### src/rtl/md_pkg.sv
// Shared definitions for the multiply/divide requester: op codes matching the
// engine select, FSM state encoding and timeout counter sizing.
package md_pkg;

  localparam logic OP_MUL = 1'b0;
  localparam logic OP_DIV = 1'b1;

  typedef enum logic [1:0] {
    ST_IDLE  = 2'd0,
    ST_ISSUE = 2'd1,
    ST_WAIT  = 2'd2,
    ST_RESP  = 2'd3
  } state_e;

  // Counter must be able to hold the timeout value itself.
  function automatic int tmo_cnt_w(input int timeout_cyc);
    return $clog2(timeout_cyc + 1);
  endfunction

endpackage

### src/rtl/md_requester.sv
// Sequencer for the iterative multi_div engine: takes one command, pulses the
// engine enable, waits (bounded) for the result strobe and returns a response.
module md_requester
  import md_pkg::*;
#(
  parameter int SIZE_A      = 128,
  parameter int SIZE_B      = 64,
  parameter int TAG_W       = 4,
  parameter int TIMEOUT_CYC = 255
) (
  input  logic                     clk,
  input  logic                     reset_n,
  input  logic                     cmd_valid,
  output logic                     cmd_ready,
  input  logic                     cmd_op,
  input  logic [SIZE_A-1:0]        cmd_a,
  input  logic [SIZE_B-1:0]        cmd_b,
  input  logic [TAG_W-1:0]         cmd_tag,
  output logic                     md_en,
  output logic                     md_select,
  output logic [SIZE_A-1:0]        md_a,
  output logic [SIZE_B-1:0]        md_b,
  input  logic [SIZE_A+SIZE_B-1:0] md_p,
  input  logic                     md_valid,
  input  logic                     md_busy,
  output logic                     rsp_valid,
  input  logic                     rsp_ready,
  output logic [SIZE_A+SIZE_B-1:0] rsp_data,
  output logic                     rsp_dz,
  output logic                     rsp_err,
  output logic [TAG_W-1:0]         rsp_tag
);

  localparam int P_W   = SIZE_A + SIZE_B;
  localparam int CNT_W = tmo_cnt_w(TIMEOUT_CYC);

  state_e             state_q, state_d;
  logic               op_q, op_d;
  logic [SIZE_A-1:0]  a_q, a_d;
  logic [SIZE_B-1:0]  b_q, b_d;
  logic [TAG_W-1:0]   tag_q, tag_d;
  logic [CNT_W-1:0]   cnt_q, cnt_d;
  logic [CNT_W-1:0]   cnt_inc;
  logic               ready_q;
  logic [P_W-1:0]     rsp_data_q, rsp_data_d;
  logic               rsp_dz_q, rsp_dz_d;
  logic               rsp_err_q, rsp_err_d;

  assign cnt_inc = cnt_q + CNT_W'(1);

  always_comb begin
    state_d    = state_q;
    op_d       = op_q;
    a_d        = a_q;
    b_d        = b_q;
    tag_d      = tag_q;
    cnt_d      = cnt_q;
    rsp_data_d = rsp_data_q;
    rsp_dz_d   = rsp_dz_q;
    rsp_err_d  = rsp_err_q;
    md_en      = 1'b0;

    case (state_q)
      ST_IDLE: begin
        if (cmd_valid && cmd_ready) begin
          op_d  = cmd_op;
          a_d   = cmd_a;
          b_d   = cmd_b;
          tag_d = cmd_tag;
          // Divide by zero is answered locally; the engine never sees it.
          if (cmd_op == OP_DIV && cmd_b == '0) begin
            rsp_data_d = '1;
            rsp_dz_d   = 1'b1;
            rsp_err_d  = 1'b0;
            state_d    = ST_RESP;
          end else begin
            state_d = ST_ISSUE;
          end
        end
      end

      ST_ISSUE: begin
        // Hold off while the engine is still draining an earlier (possibly
        // abandoned) operation, including its final strobe cycle.
        if (!md_busy && !md_valid) begin
          md_en   = 1'b1;
          cnt_d   = '0;
          state_d = ST_WAIT;
        end
      end

      ST_WAIT: begin
        cnt_d = cnt_inc;
        if (md_valid) begin
          rsp_data_d = md_p;
          rsp_dz_d   = 1'b0;
          rsp_err_d  = 1'b0;
          state_d    = ST_RESP;
        end else if (cnt_inc == CNT_W'(TIMEOUT_CYC)) begin
          rsp_data_d = '0;
          rsp_dz_d   = 1'b0;
          rsp_err_d  = 1'b1;
          state_d    = ST_RESP;
        end
      end

      ST_RESP: begin
        if (rsp_ready) begin
          state_d = ST_IDLE;
        end
      end

      default: state_d = ST_IDLE;
    endcase
  end

  always_ff @(posedge clk or negedge reset_n) begin
    if (!reset_n) begin
      state_q    <= ST_IDLE;
      op_q       <= OP_MUL;
      a_q        <= '0;
      b_q        <= '0;
      tag_q      <= '0;
      cnt_q      <= '0;
      ready_q    <= 1'b0;
      rsp_data_q <= '0;
      rsp_dz_q   <= 1'b0;
      rsp_err_q  <= 1'b0;
    end else begin
      state_q    <= state_d;
      op_q       <= op_d;
      a_q        <= a_d;
      b_q        <= b_d;
      tag_q      <= tag_d;
      cnt_q      <= cnt_d;
      // Registered so cmd_ready reads 0 while reset is held.
      ready_q    <= (state_d == ST_IDLE);
      rsp_data_q <= rsp_data_d;
      rsp_dz_q   <= rsp_dz_d;
      rsp_err_q  <= rsp_err_d;
    end
  end

  assign cmd_ready = ready_q;
  assign md_select = op_q;
  assign md_a      = a_q;
  assign md_b      = b_q;
  assign rsp_valid = (state_q == ST_RESP);
  assign rsp_data  = rsp_data_q;
  assign rsp_dz    = rsp_dz_q;
  assign rsp_err   = rsp_err_q;
  assign rsp_tag   = tag_q;

endmodule

### config.mk
export PLATFORM = sky130hd
export DESIGN_NAME = md_requester
export DESIGN_NICKNAME = d
export VERILOG_FILES = /design/src/rtl/md_pkg.sv /design/src/rtl/md_requester.sv
export SDC_FILE = /design/constraint.sdc
export NUM_CORES = 1
export LEC_CHECK = 0
export ABC_AREA = 1
export CAP_MARGIN = 20
export CORE_AREA = 2 2 303 305
export CTS_CLUSTER_DIAMETER = 100
export DETAILED_ROUTE_END_ITERATION = 12
export DIE_AREA = 0 0 305 307
export SLEW_MARGIN = 20
export SYNTH_ARGS = -nofsm -noshare
export SYNTH_HDL_FRONTEND = slang
export SYNTH_SLANG_ARGS = --single-unit
### constraint.sdc
create_clock -name clk -period 4.5 [get_ports clk]
set_input_delay 0.45 -clock clk [delete_from_list [all_inputs] [get_ports clk]]
set_output_delay 0.45 -clock clk [all_outputs]
set_load 0.02 [all_outputs]
==> impl_metrics.tcl <==
set metrics [dict create \
    regArea_um2 10060 \
    grt_pass1_wl_um 109000 \
    synth_top_family_by_area "simple AND/OR/NAND/NOR gates" \
    drive_gt1_share_pct 3.408 \
    clk_latency_ns 0.59 \
    status "completed" \
    finalSetupViolCount 0 \
    postRouteAntennaNets 0 \
    cts_resized 0 \
    gp_congestion 0.8326 \
    fin_skew_ns 0.01901 \
    coreArea_um2 90690 \
    cts-root-buf "clkbuf_16" \
    muxShareOfSynthArea_pct 0 \
    maxCapViolCount 0 \
    syn_nets 2615 \
    hold_class "primary input to flip-flop" \
    synth-async-reset-ratio_pct 100.0 \
    dpl-instance-area_um2 26470 \
    grt_pass1_vias 17180 \
    final_util_pct 30.90 \
    drt-initial-drc-count 1081 \
    cp-end-kind "flip-flop" \
    fmax_mhz 355.1 \
    irDropWorstVdd_mv 0.3596 \
    multi_input_area_um2 6464 \
    synthDistinctLibCells 23 \
    die_w_um 305 \
    worst_setup_path_start_kind "flip-flop" \
    hold_viol 0 \
    syn_area_um2 17390 \
    crit_required_ns 4.97 \
    grt_use_total_pct 14.98 \
    synth-edff-count 0 \
    cts_tree "yes" \
    finalPower_mw 19.74 \
    maxSlewViolCount 0 \
    post_drt_wl_per_cell_um 17.47 \
    synthSimpleGateAreaFrac_pct 34.85 \
    crit_arrival_ns 3.29 \
    vias 17020 \
    synth_ff_type "dfrtp_1" \
    synth_compound_area_share_pct 1.935 \
    setup_tns_ns 0 \
    synth_cells 2218 \
    dr.pass1.iters 5 \
    critical_path_class "flip-flop to flip-flop" \
    post-route-period-util_pct 62.58 \
    seq_area_frac_synth_pct 57.85 \
    slew_headroom_pct 7.144 \
    final_cell_mix "nand2_1 (1292), clkdlybuf4s50_1 (786), dfrtp_1 (402)" \
    grt.overflow.total 0 \
    worstPathMaxFanout 195 \
    area.growth.synth_to_final_pct 61.14 \
    initial_core_util_pct 19.18 \
    io_buffer_count 788 \
    row_count 111 \
    synth_warnings 0 \
    design_area_um2 28020 \
    dieArea_um2 93640 \
    clock_path_buffers 3 \
    syn_avg_cell_area_um2 7.841 \
    clkTransAtPathRegs_ns 0.06 \
    p_leak_nw 13.04 \
    htree_levels 2 \
    synth_xor_area_share_pct 0 \
    yosysTopAreaCellShare_pct 57.85 \
    ys_top_cells_by_area "dfrtp_1 (58%), nand2_1 (28%), nand3_1 (5.7%), clkbuf_1 (2.1%), o21ai_0 (1.6%)" \
    nets 3329 \
    io_pins 789 \
    tightest_slew_ns 1.393 \
    drt-total-wl_um 72540 \
    vias_per_cell 4.099 \
    power_density_nw_per_um2 704.6 \
    synth_seq_cells 402 \
    dp_hpwl_um 51020 \
    synth_adder_area_share_pct 0.1439 \
    grt_max_degree 198 \
    finalCriticalPeriod_ns 2.816 \
    clock_sinks 402 \
    cts_buffers 50 \
    die_h_um 307 \
    final_common_cell "nand2_1" \
    drc_errors 0 \
    grt_antenna_before_repair 10 \
    final.fill_count 9607 \
    rsz0062_at_grt "no" \
    synth_top_area_cell "dfrtp_1" \
]
through the flow:
step                setup WS, ns  hold WS [ns]  std cells
floorplan                  2.590        0.1544       2218
global placement           1.354        0.4535       4065
detailed placement         1.356        0.4572       4065
CTS                        1.855        0.2910       4150
global route               1.704        0.3596       4151
finish                     1.684        0.3479       4152
Yosys cell counts, drive strengths merged, types with 2 or more instances:
| master | n |
|---|---|
| nand2 | 1294 |
| dfrtp | 402 |
| nand3 | 198 |
| clkbuf | 98 |
| inv | 67 |
| o21ai | 56 |
| buf | 51 |
| nor2 | 19 |
| nand4 | 14 |
| o22ai | 5 |
| nor4 | 4 |
| a21oi | 2 |
| ha | 2 |
| nor3 | 2 |
state kept, by name, summed over array words and instances (netlist names):
name and count:
rsp_data 192, cnt_q 8, md_a 128, rsp_dz 1, md_b 64, rsp_tag 4
cmd_ready 1, md_select 1, state_q 2, rsp_err 1
worst max-delay path, stage by stage, from the launching register on:
cell     delay (ns)
dfrtp_1        0.47
nor3_4         0.36
inv_6          0.05
or2_1          0.29
nor2_1         0.19
nand3_4        0.15
buf_12         0.25
nand3_1        0.38
nand2_1        0.08
final cells by class:
class / instances / area share (%)
Tap cell: 1186 / 5.295
Inverter: 67 / 0.9153
Sequential cell: 402 / 35.90
Clock inverter: 13 / 0.4063
Antenna cell: 2 / 0.01786
Clock buffer: 71 / 5.072
Multi-Input combinational cell: 1600 / 23.07
Timing Repair Buffer: 811 / 29.33
cells by family (layout without fill, tap and decap cells):
kind of cell | count (synthesis) | in the layout
adders and majority gates | 2 | 2
other | 0 | 2
and+or+nand+nor | 1533 | 1533
buffers and inverters | 216 | 962
AOI/OAI and AO/OA | 65 | 65
DFF | 402 | 402
timing repair:
item                                   4_1_cts  5_1_grt
buffers inserted                             0        0
setup endpoints to repair                    0        0
hold buffers                                 1        0
endpoints found under the hold margin       79        0
layer usage:
| metal | GRT usage (%) | routed length, µm | vias up |
|---|---|---|---|
| li1 | - | - | 8261 |
| met1 | 18.09 | 29550 | 8029 |
| met2 | 25.17 | 35050 | 610 |
| met3 | 5.148 | 6098 | 105 |
| met4 | 4.340 | 1734 | 14 |
| met5 | 0 | 102 | - |
final timing paths:
path / start / to / slack, ns / cells past startpoint
max: state_q[0] / rsp_data[116] / 1.68 / 8
max reg2reg: state_q[0] / rsp_data[116] / 1.68 / 8
min in group asynchronous: reset_n / rsp_data[14] / 0.49 / 2
min: md_valid / rsp_err / 0.35 / 2
max in group asynchronous: reset_n / md_a[37] / 2.89 / 3
min reg2reg: md_a[45] / md_a[45] / 0.47 / 2
report_power, final:
part	internal, mW	total (mW)	switching [mW]
clock network	2.25	3.87	1.63
registers	5.35	6.38	1.04
logic	4.17	9.48	5.32
total	11.8	19.7	7.98
(Power assumes the default switching activity.)
